File: src/rtl/mul_issue.sv
// Operand FIFO and issue sequencer for a shift-and-add multiplier: queues operand
// pairs, starts one multiplication at a time and returns each product with its issue tag.
//
// state | meaning
// ------+---------------------------------------------------------------
// IDLE  | no operation in flight; start one when the FIFO holds a pair
// ISSUE | mul_in_valid high for this cycle with the head pair; pop it
// WAIT  | wait for the finish pulse, or give up after TIMEOUT cycles
module mul_issue #(
    parameter int WIDTH   = 2,
    parameter int DEPTH   = 4,
    parameter int TIMEOUT = 2 * WIDTH + 4,
    localparam int AW     = $clog2(DEPTH),
    localparam int CW     = $clog2(TIMEOUT + 1)
) (
    input  logic               clk,
    input  logic               rst,
    input  logic               op_valid,
    output logic               op_ready,
    input  logic [WIDTH-1:0]   op_a,
    input  logic [WIDTH-1:0]   op_b,
    output logic               mul_in_valid,
    output logic [WIDTH-1:0]   mul_a,
    output logic [WIDTH-1:0]   mul_b,
    input  logic [2*WIDTH-1:0] mul_o,
    input  logic               mul_out_valid,
    output logic               res_valid,
    output logic [2*WIDTH-1:0] res_data,
    output logic [AW-1:0]      res_tag,
    output logic [AW:0]        level,
    output logic               err_timeout,
    output logic               err_proto
);

    localparam logic [AW:0] LEVEL_MAX = (AW + 1)'(DEPTH);

    typedef enum logic [1:0] {
        S_IDLE  = 2'd0,
        S_ISSUE = 2'd1,
        S_WAIT  = 2'd2
    } state_t;

    state_t            state;
    logic [WIDTH-1:0]  mem_a [DEPTH];
    logic [WIDTH-1:0]  mem_b [DEPTH];
    logic [AW-1:0]     wr_ptr;
    logic [AW-1:0]     rd_ptr;
    logic [AW-1:0]     issue_cnt;
    logic [AW-1:0]     cur_tag;
    logic [CW-1:0]     wait_cnt;
    logic              push;
    logic              pop;

    assign op_ready = (level < LEVEL_MAX);
    assign push     = op_valid && op_ready;
    assign pop      = (state == S_ISSUE);

    always_ff @(posedge clk) begin
        if (!rst && push) begin
            mem_a[wr_ptr] <= op_a;
            mem_b[wr_ptr] <= op_b;
        end
    end

    always_ff @(posedge clk) begin
        if (rst) begin
            wr_ptr <= '0;
            rd_ptr <= '0;
            level  <= '0;
        end else begin
            if (push) wr_ptr <= wr_ptr + AW'(1);
            if (pop)  rd_ptr <= rd_ptr + AW'(1);
            case ({push, pop})
                2'b10:   level <= level + (AW + 1)'(1);
                2'b01:   level <= level - (AW + 1)'(1);
                default: level <= level;
            endcase
        end
    end

    always_ff @(posedge clk) begin
        if (rst) begin
            state        <= S_IDLE;
            mul_in_valid <= 1'b0;
            mul_a        <= '0;
            mul_b        <= '0;
            res_valid    <= 1'b0;
            res_data     <= '0;
            res_tag      <= '0;
            issue_cnt    <= '0;
            cur_tag      <= '0;
            wait_cnt     <= '0;
            err_timeout  <= 1'b0;
            err_proto    <= 1'b0;
        end else begin
            res_valid <= 1'b0;
            case (state)
                S_IDLE: begin
                    if (mul_out_valid) err_proto <= 1'b1;
                    // level is registered, so a pair pushed this cycle waits one more cycle
                    if (level != '0) begin
                        state        <= S_ISSUE;
                        mul_in_valid <= 1'b1;
                        mul_a        <= mem_a[rd_ptr];
                        mul_b        <= mem_b[rd_ptr];
                    end
                end
                S_ISSUE: begin
                    if (mul_out_valid) err_proto <= 1'b1;
                    mul_in_valid <= 1'b0;
                    cur_tag      <= issue_cnt;
                    issue_cnt    <= issue_cnt + AW'(1);
                    wait_cnt     <= CW'(TIMEOUT - 1);
                    state        <= S_WAIT;
                end
                S_WAIT: begin
                    // a finish on the last allowed cycle still wins over the timeout
                    if (mul_out_valid) begin
                        res_data  <= mul_o;
                        res_tag   <= cur_tag;
                        res_valid <= 1'b1;
                        state     <= S_IDLE;
                    end else if (wait_cnt == CW'(1)) begin
                        err_timeout <= 1'b1;
                        state       <= S_IDLE;
                    end else begin
                        wait_cnt <= wait_cnt - CW'(1);
                    end
                end
                default: state <= S_IDLE;
            endcase
        end
    end

endmodule

File: config.mk
export PLATFORM = sky130hd
export DESIGN_NAME = mul_issue
export DESIGN_NICKNAME = d
export VERILOG_FILES = /design/src/rtl/mul_issue.sv
export SDC_FILE = /design/constraint.sdc
export NUM_CORES = 1
export LEC_CHECK = 0
export ABC_AREA = 1
export ABC_CLOCK_PERIOD_IN_PS = 1740
export CAP_MARGIN = 10
export CORE_MARGIN = 8
export CORE_UTILIZATION = 30
export DETAILED_ROUTE_END_ITERATION = 6
export GPL_ROUTABILITY_DRIVEN = 0
export SLEW_MARGIN = 20
export SYNTH_ARGS = -nofsm -noshare
export SYNTH_HDL_FRONTEND = slang
export SYNTH_SLANG_ARGS = --single-unit
File: constraint.sdc
create_clock -name clk -period 1.74 [get_ports clk]
set_clock_uncertainty 0.2 [all_clocks]
set_input_delay 0.174 -clock clk [delete_from_list [all_inputs] [get_ports clk]]
set_output_delay 0.174 -clock clk [all_outputs]
set_load 0.01 [all_outputs]
==> results.json, run 1 <==
{
  "status": "finished clean",
  "dr_total_vias": 1497,
  "instances_no_fill": 353,
  "io_buffers": 29,
  "cts_buffers": 5,
  "synth_cell_type_count": 22,
  "grt_pass1_wl_um": 6389,
  "cp_max_fo": 2,
  "cap_violations": 0,
  "yosys_most_used_dff": "dfxtp_1",
  "cts_tree": "yes",
  "synth_edf_count": 16,
  "antenna_found_initial": 0,
  "rsz0062_at_grt": "true",
  "dp.cells": 342,
  "die_h_um": 97.23,
  "synth_top_area_share_pct": 31.35,
  "drive_above_1_share_pct": 16.30,
  "vdd_drop_max_mv": 0.7210,
  "criticalPathCategory": "reg2reg",
  "grt_pass1_vias": 1376,
  "maxSlewHeadroom_pct": 84.67,
  "cp.arrival_ns": 1.75,
  "synthTopCellsByCount": "47 x nor2_1, 36 x nand2_1, 31 x dfxtp_1",
  "hold_path.class": "in2reg",
  "slew_viol_final": 0,
  "p_per_area_nw_per_um2": 1367,
  "synthTopCellsByArea": "dfxtp_1 31%, edfxtp_1 24%, nor2_1 8.9%",
  "synth_area_leader_cell": "dfxtp_1",
  "syn_area_um2": 1979,
  "drc": 0,
  "yosysWarnings": 0,
  "tightest_slew_ns": 0.2295,
  "multiInputGateArea_um2": 778.2,
  "clock-root-buffer": "clkbuf_8",
  "dieArea_um2": 9454,
  "grt_overflow_total": 0,
  "vias_per_cell": 4.241,
  "synth_nets": 248,
  "fin_util_pct": 40.83,
  "rows": 29,
  "die_w_um": 97.23,
  "finalSetupViolations": 0,
  "wirelength_um": 3892,
  "yosys_register_bits": 47,
  "clk_path_buf_depth": 2,
  "postRouteAntennaNets": 0,
  "period_minus_slack_ns": 1.720,
  "period_share_pct": 98.84,
  "cp.required_ns": 1.77,
  "cts_htree_levels": 2,
  "register_area_um2": 1105,
  "area_growth_pct": 30.97,
  "io_pins": 30,
  "initial_core_util_pct": 31.17,
  "fillers": 637,
  "crit_path_end_kind": "flip-flop",
  "drt-initial-drc-count": 54,
  "track_usage_pct": 8.026,
  "async_reset_ff_share_pct": 0,
  "hold_viol": 0,
  "clock_sinks": 47,
  "path_clk_slew_ns": 0.09,
  "start_kind": "flip-flop",
  "clock_latency_ns": 0.30,
  "syn_avg_cell_area_um2": 8.682,
  "dr.pass1.iters": 4,
  "finalSetupTns_ns": 0,
  "dp_hpwl_um": 2887,
  "syn_inst": 228,
  "p_leak_nw": 1.034,
  "wire_per_inst_um": 11.03,
  "synth.most_common_cell": "nor2_1",
  "grt_max_degree": 17,
  "yosysSeqAreaShare_pct": 55.63,
  "final_nets": 295,
  "max_freq_mhz": 581.4,
  "diodes": 0,
  "core_um2": 6350
}
[metrics by stage]
step / instance area (um^2) / setup WS, ns / power, mW / hold slack [ns]
floorplan: 1988 / 0.01228 / 2.328 / 0.07287
global placement: 2446 / -0.1465 / 2.782 / 0.2336
detailed placement: 2446 / -0.2019 / 2.807 / 0.2484
CTS: 2542 / 0.009578 / 3.500 / 0.2443
global route: 2592 / -0.05787 / 3.826 / 0.2664
finish: 2592 / 0.02012 / 3.543 / 0.2465
[area by class of cell]
type / instances / share of cell area, %
clock buffer: 7 / 3.378
clock inverter: 1 / 0.3378
inverter: 27 / 4.006
multi-input combinational: 149 / 30.02
sequential: 47 / 42.62
tap: 77 / 3.716
timing repair buffer: 45 / 15.93
[report_power, final]
| group | switching [mW] | internal, mW |
|---|---|---|
| Sequential | 0.125 | 1.34 |
| Clock | 0.367 | 0.332 |
| Combinational | 0.762 | 0.613 |
| Total | 1.25 | 2.29 |
[sequential cells by signal (all words and copies together) (netlist names), 3 cells and up]
signal and cells:
mem_a 8, mem_b 8, res_data 4, wait_cnt 4, level 3
[critical path, cell delays in order, from the launching register on]
cell	delay, ns
dfxtp_2	0.33
inv_2	0.04
nor2_4	0.13
ha_4	0.17
inv_4	0.04
fa_2	0.37
inv_2	0.06
nand2_2	0.05
nand3_2	0.08
o21ai_1	0.07
a21oi_1	0.11
[path summary, 6_finish.rpt]
path | slack, ns | start | endpoint | depth (start not counted)
max | 0.02 | state[0] | level[2] | 10
min | 0.25 | mul_o[2] | res_data[2] | 3
max reg2reg | 0.02 | state[0] | level[2] | 10
min reg2reg | 0.26 | issue_cnt[0] | issue_cnt[0] | 1
[logic make-up (layout without fill, tap and decap cells)]
group	after synthesis	after routing	synth area share [%]
simple gates	102	102	22.25
flops	47	47	55.63
compound gates	37	37	9.355
buf+inv	32	80	6.447
fa+ha+maj	8	8	5.436
xor+xnor	2	2	0.8851
[metal layers]
layer / share of wire (%) / GRT usage (%) / wire length, um
met1: 48 / 9.761 / 1860
met2: 48 / 13.02 / 1850
met3: 3.1 / 2.063 / 119
met4: 1.6 / 3.497 / 61
met5: 0 / 0 / 0
[timing repair]
action                                  4_1_cts  5_1_grt
hold buffers                                  0        0
setup buffers                                 0        3
endpoints found under the setup margin        0        2
gates resized for setup                       0       10
[placed cells by master, fill, tap and decap left out]
master / netlist / routed
buf_4: 1 / 16
nand3b_1: 1 / 1
ha_1: 7 / 6
clkbuf_2: 1 / 1
nand2_4: 2 / 2
nand2_1: 36 / 33
edfxtp_1: 16 / 16
clkbuf_8: 0 / 6
dlymetal6s2s_1: 0 / 1
o21ai_0: 17 / 16
dfxtp_2: 0 / 3
nand3_1: 11 / 10
nand3_2: 1 / 2
clkinv_4: 0 / 1
dfxtp_1: 31 / 28
a21oi_1: 20 / 20
nand2_2: 1 / 4
o21ai_1: 0 / 1
nor3_1: 1 / 1
ha_4: 0 / 1
nor2_1: 47 / 47
clkdlybuf4s50_1: 0 / 28
fa_2: 0 / 1
inv_4: 0 / 1
nor2_4: 2 / 2
inv_2: 3 / 5
xor2_1: 2 / 2
inv_1: 24 / 21
Note: power is estimated with default switching activity, not from simulation.
==> run 2, diff against run 1 <==
--- a/config.mk
+++ b/config.mk
@@ -16,3 +16,4 @@
 export SYNTH_ARGS = -nofsm -noshare
 export SYNTH_HDL_FRONTEND = slang
 export SYNTH_SLANG_ARGS = --single-unit
+export TNS_END_PERCENT = 1
==> results of run 2 <==
Final layout, timing and power as in run 1 (identical DEF).
==> run 3, diff against run 2 <==
--- a/config.mk
+++ b/config.mk
@@ -9,7 +9,7 @@
 export ABC_CLOCK_PERIOD_IN_PS = 1740
 export CAP_MARGIN = 10
 export CORE_MARGIN = 8
-export CORE_UTILIZATION = 30
+export CORE_UTILIZATION = 27
 export DETAILED_ROUTE_END_ITERATION = 6
 export GPL_ROUTABILITY_DRIVEN = 0
 export SLEW_MARGIN = 20
==> results.json, run 3 (synthesis gave the netlist of run 1 again) <==
{
  "rsz0062_at_grt": "true",
  "hold_path.class": "in2reg",
  "cp.arrival_ns": 1.71,
  "clock_sinks": 47,
  "dr_total_vias": 1541,
  "max_stage_delay_ns": 0.33,
  "wire_per_inst_um": 11.00,
  "io_buffers": 29,
  "crit_path_end_kind": "flip-flop",
  "dieArea_um2": 10330,
  "final_common_cell": "nor2_1",
  "initial_core_util_pct": 27.58,
  "antenna_found_initial": 0,
  "layout_common_cells": "47 x nor2_1, 35 x nand2_1, 29 x dfxtp_1",
  "vias_per_cell": 4.142,
  "grt_max_degree": 17,
  "path_cells": "inv_2, nor2_4, ha_4, inv_1, fa_2, nand2_1, nand3_2, o21ai_2, a21oi_1",
  "cts_htree_levels": 2,
  "wirelength_um": 4091,
  "r2r_cells": 9,
  "status": "finished clean",
  "drc": 0,
  "path_clk_slew_ns": 0.09,
  "maxSlewHeadroom_pct": 77.93,
  "cp_max_fo": 2,
  "grt_pass1_wl_um": 6755,
  "cts_tree": "yes",
  "fin_util_pct": 36.63,
  "hold_viol": 0,
  "min_from": "mul_o[3]",
  "area_growth_pct": 32.81,
  "finalSetupViolations": 0,
  "track_usage_pct": 8.399,
  "cts_buffers": 5,
  "reg2reg_from": "state[0]",
  "clock_latency_ns": 0.30,
  "largest_registers": "mem_a: 8 flops, mem_b: 8 flops",
  "io_pins": 30,
  "r2r_setup_slack_ns": 0.02,
  "p_per_area_nw_per_um2": 1424,
  "dp_slack_ns": -0.2160,
  "vdd_drop_max_mv": 0.6333,
  "period_share_pct": 98.65,
  "grt_pass1_vias": 1487,
  "criticalPathCategory": "reg2reg",
  "setup_ws_ns": 0.02347,
  "p_leak_nw": 1.035,
  "crit_path_top_delay_cell": "dfxtp_1",
  "postRouteAntennaNets": 0,
  "diodes": 0,
  "drive_above_1_share_pct": 13.55,
  "cap_violations": 0,
  "final_nets": 292,
  "max_freq_mhz": 582.6,
  "grt_overflow_total": 0,
  "start_kind": "flip-flop",
  "rows": 31,
  "cp.required_ns": 1.73,
  "tightest_slew_ns": 0.3300,
  "clock-root-buffer": "clkbuf_8",
  "drt-initial-drc-count": 81,
  "min_path_cells": 3,
  "cts_hold_buf": 0,
  "rr_endpoint": "level[2]",
  "core_um2": 7176,
  "fillers": 724,
  "clk_path_buf_depth": 2,
  "die_h_um": 101.6,
  "dp_hpwl_um": 2975,
  "dr.pass1.iters": 4,
  "die_w_um": 101.6,
  "slew_viol_final": 0,
  "min_to": "res_data[3]",
  "period_minus_slack_ns": 1.717
}
-- run 3: layout make-up --
type | instances | area, um^2 | share of cell area, %
tap | 99 | 123.9 | 4.712
sequential | 47 | 1104 | 41.98
clock inverter | 2 | 60.06 | 2.285
clock buffer | 6 | 72.57 | 2.761
inverter | 27 | 101.3 | 3.855
multi-input combinational | 149 | 777.0 | 29.56
timing repair buffer | 42 | 390.4 | 14.85
-- run 3: timing repair --
action,CTS,global route
resized for setup,0,5
buffers inserted,0,0
endpoints found under the setup margin,0,2
-- run 3: worst max-delay path: cells and delay by family, from the launching register on --
family / cells / cell delay (ns)
compound gates: 2 / 0.19
simple gates: 3 / 0.30
fa+ha+maj: 2 / 0.48
buf+inv: 2 / 0.11
flops: 1 / 0.33
-- run 3: stage by stage --
step	instances	area, um^2	total power, mW	setup TNS, ns	hold slack, ns
3_5_place_dp	364	2474	2.813	-0.3429	0.2379
6_report	372	2629	3.743	0	0.2401
5_1_grt	372	2629	4.048	-0.03111	0.2524
2_1_floorplan	228	1988	2.328	0	0.07287
3_3_place_gp	364	2474	2.789	-0.2181	0.2337
4_1_cts	372	2606	3.763	0	0.2366
-- run 3: worst max-delay path by stage --
stage / startpoint / end / slack (ns) / depth (start not counted)
finish: state[0] / level[2] / 0.02 / 9
global route: state[0] / level[2] / -0.03 / 10
CTS: level[2] / op_ready / 0.003 / 3
detailed placement: op_valid / level[2] / -0.22 / 9
global placement: op_valid / level[2] / -0.15 / 9
floorplan: state[0] / level[2] / 0.01 / 9
-- run 3: power by group --
part / internal, mW / switching [mW]
Combinational: 0.578 / 0.766
Clock: 0.574 / 0.360
Sequential: 1.34 / 0.123
Total: 2.49 / 1.25
-- run 3: layer usage --
metal / share of wire, % / global-route usage [%] / vias up / routed length (um)
li1: - / - / 814 / -
met1: 46 / 9.621 / 694 / 1874
met2: 49 / 13.58 / 27 / 1991
met3: 3.3 / 2.543 / 6 / 136
met4: 2.2 / 4.811 / 0 / 89
met5: 0 / 0 / - / 0
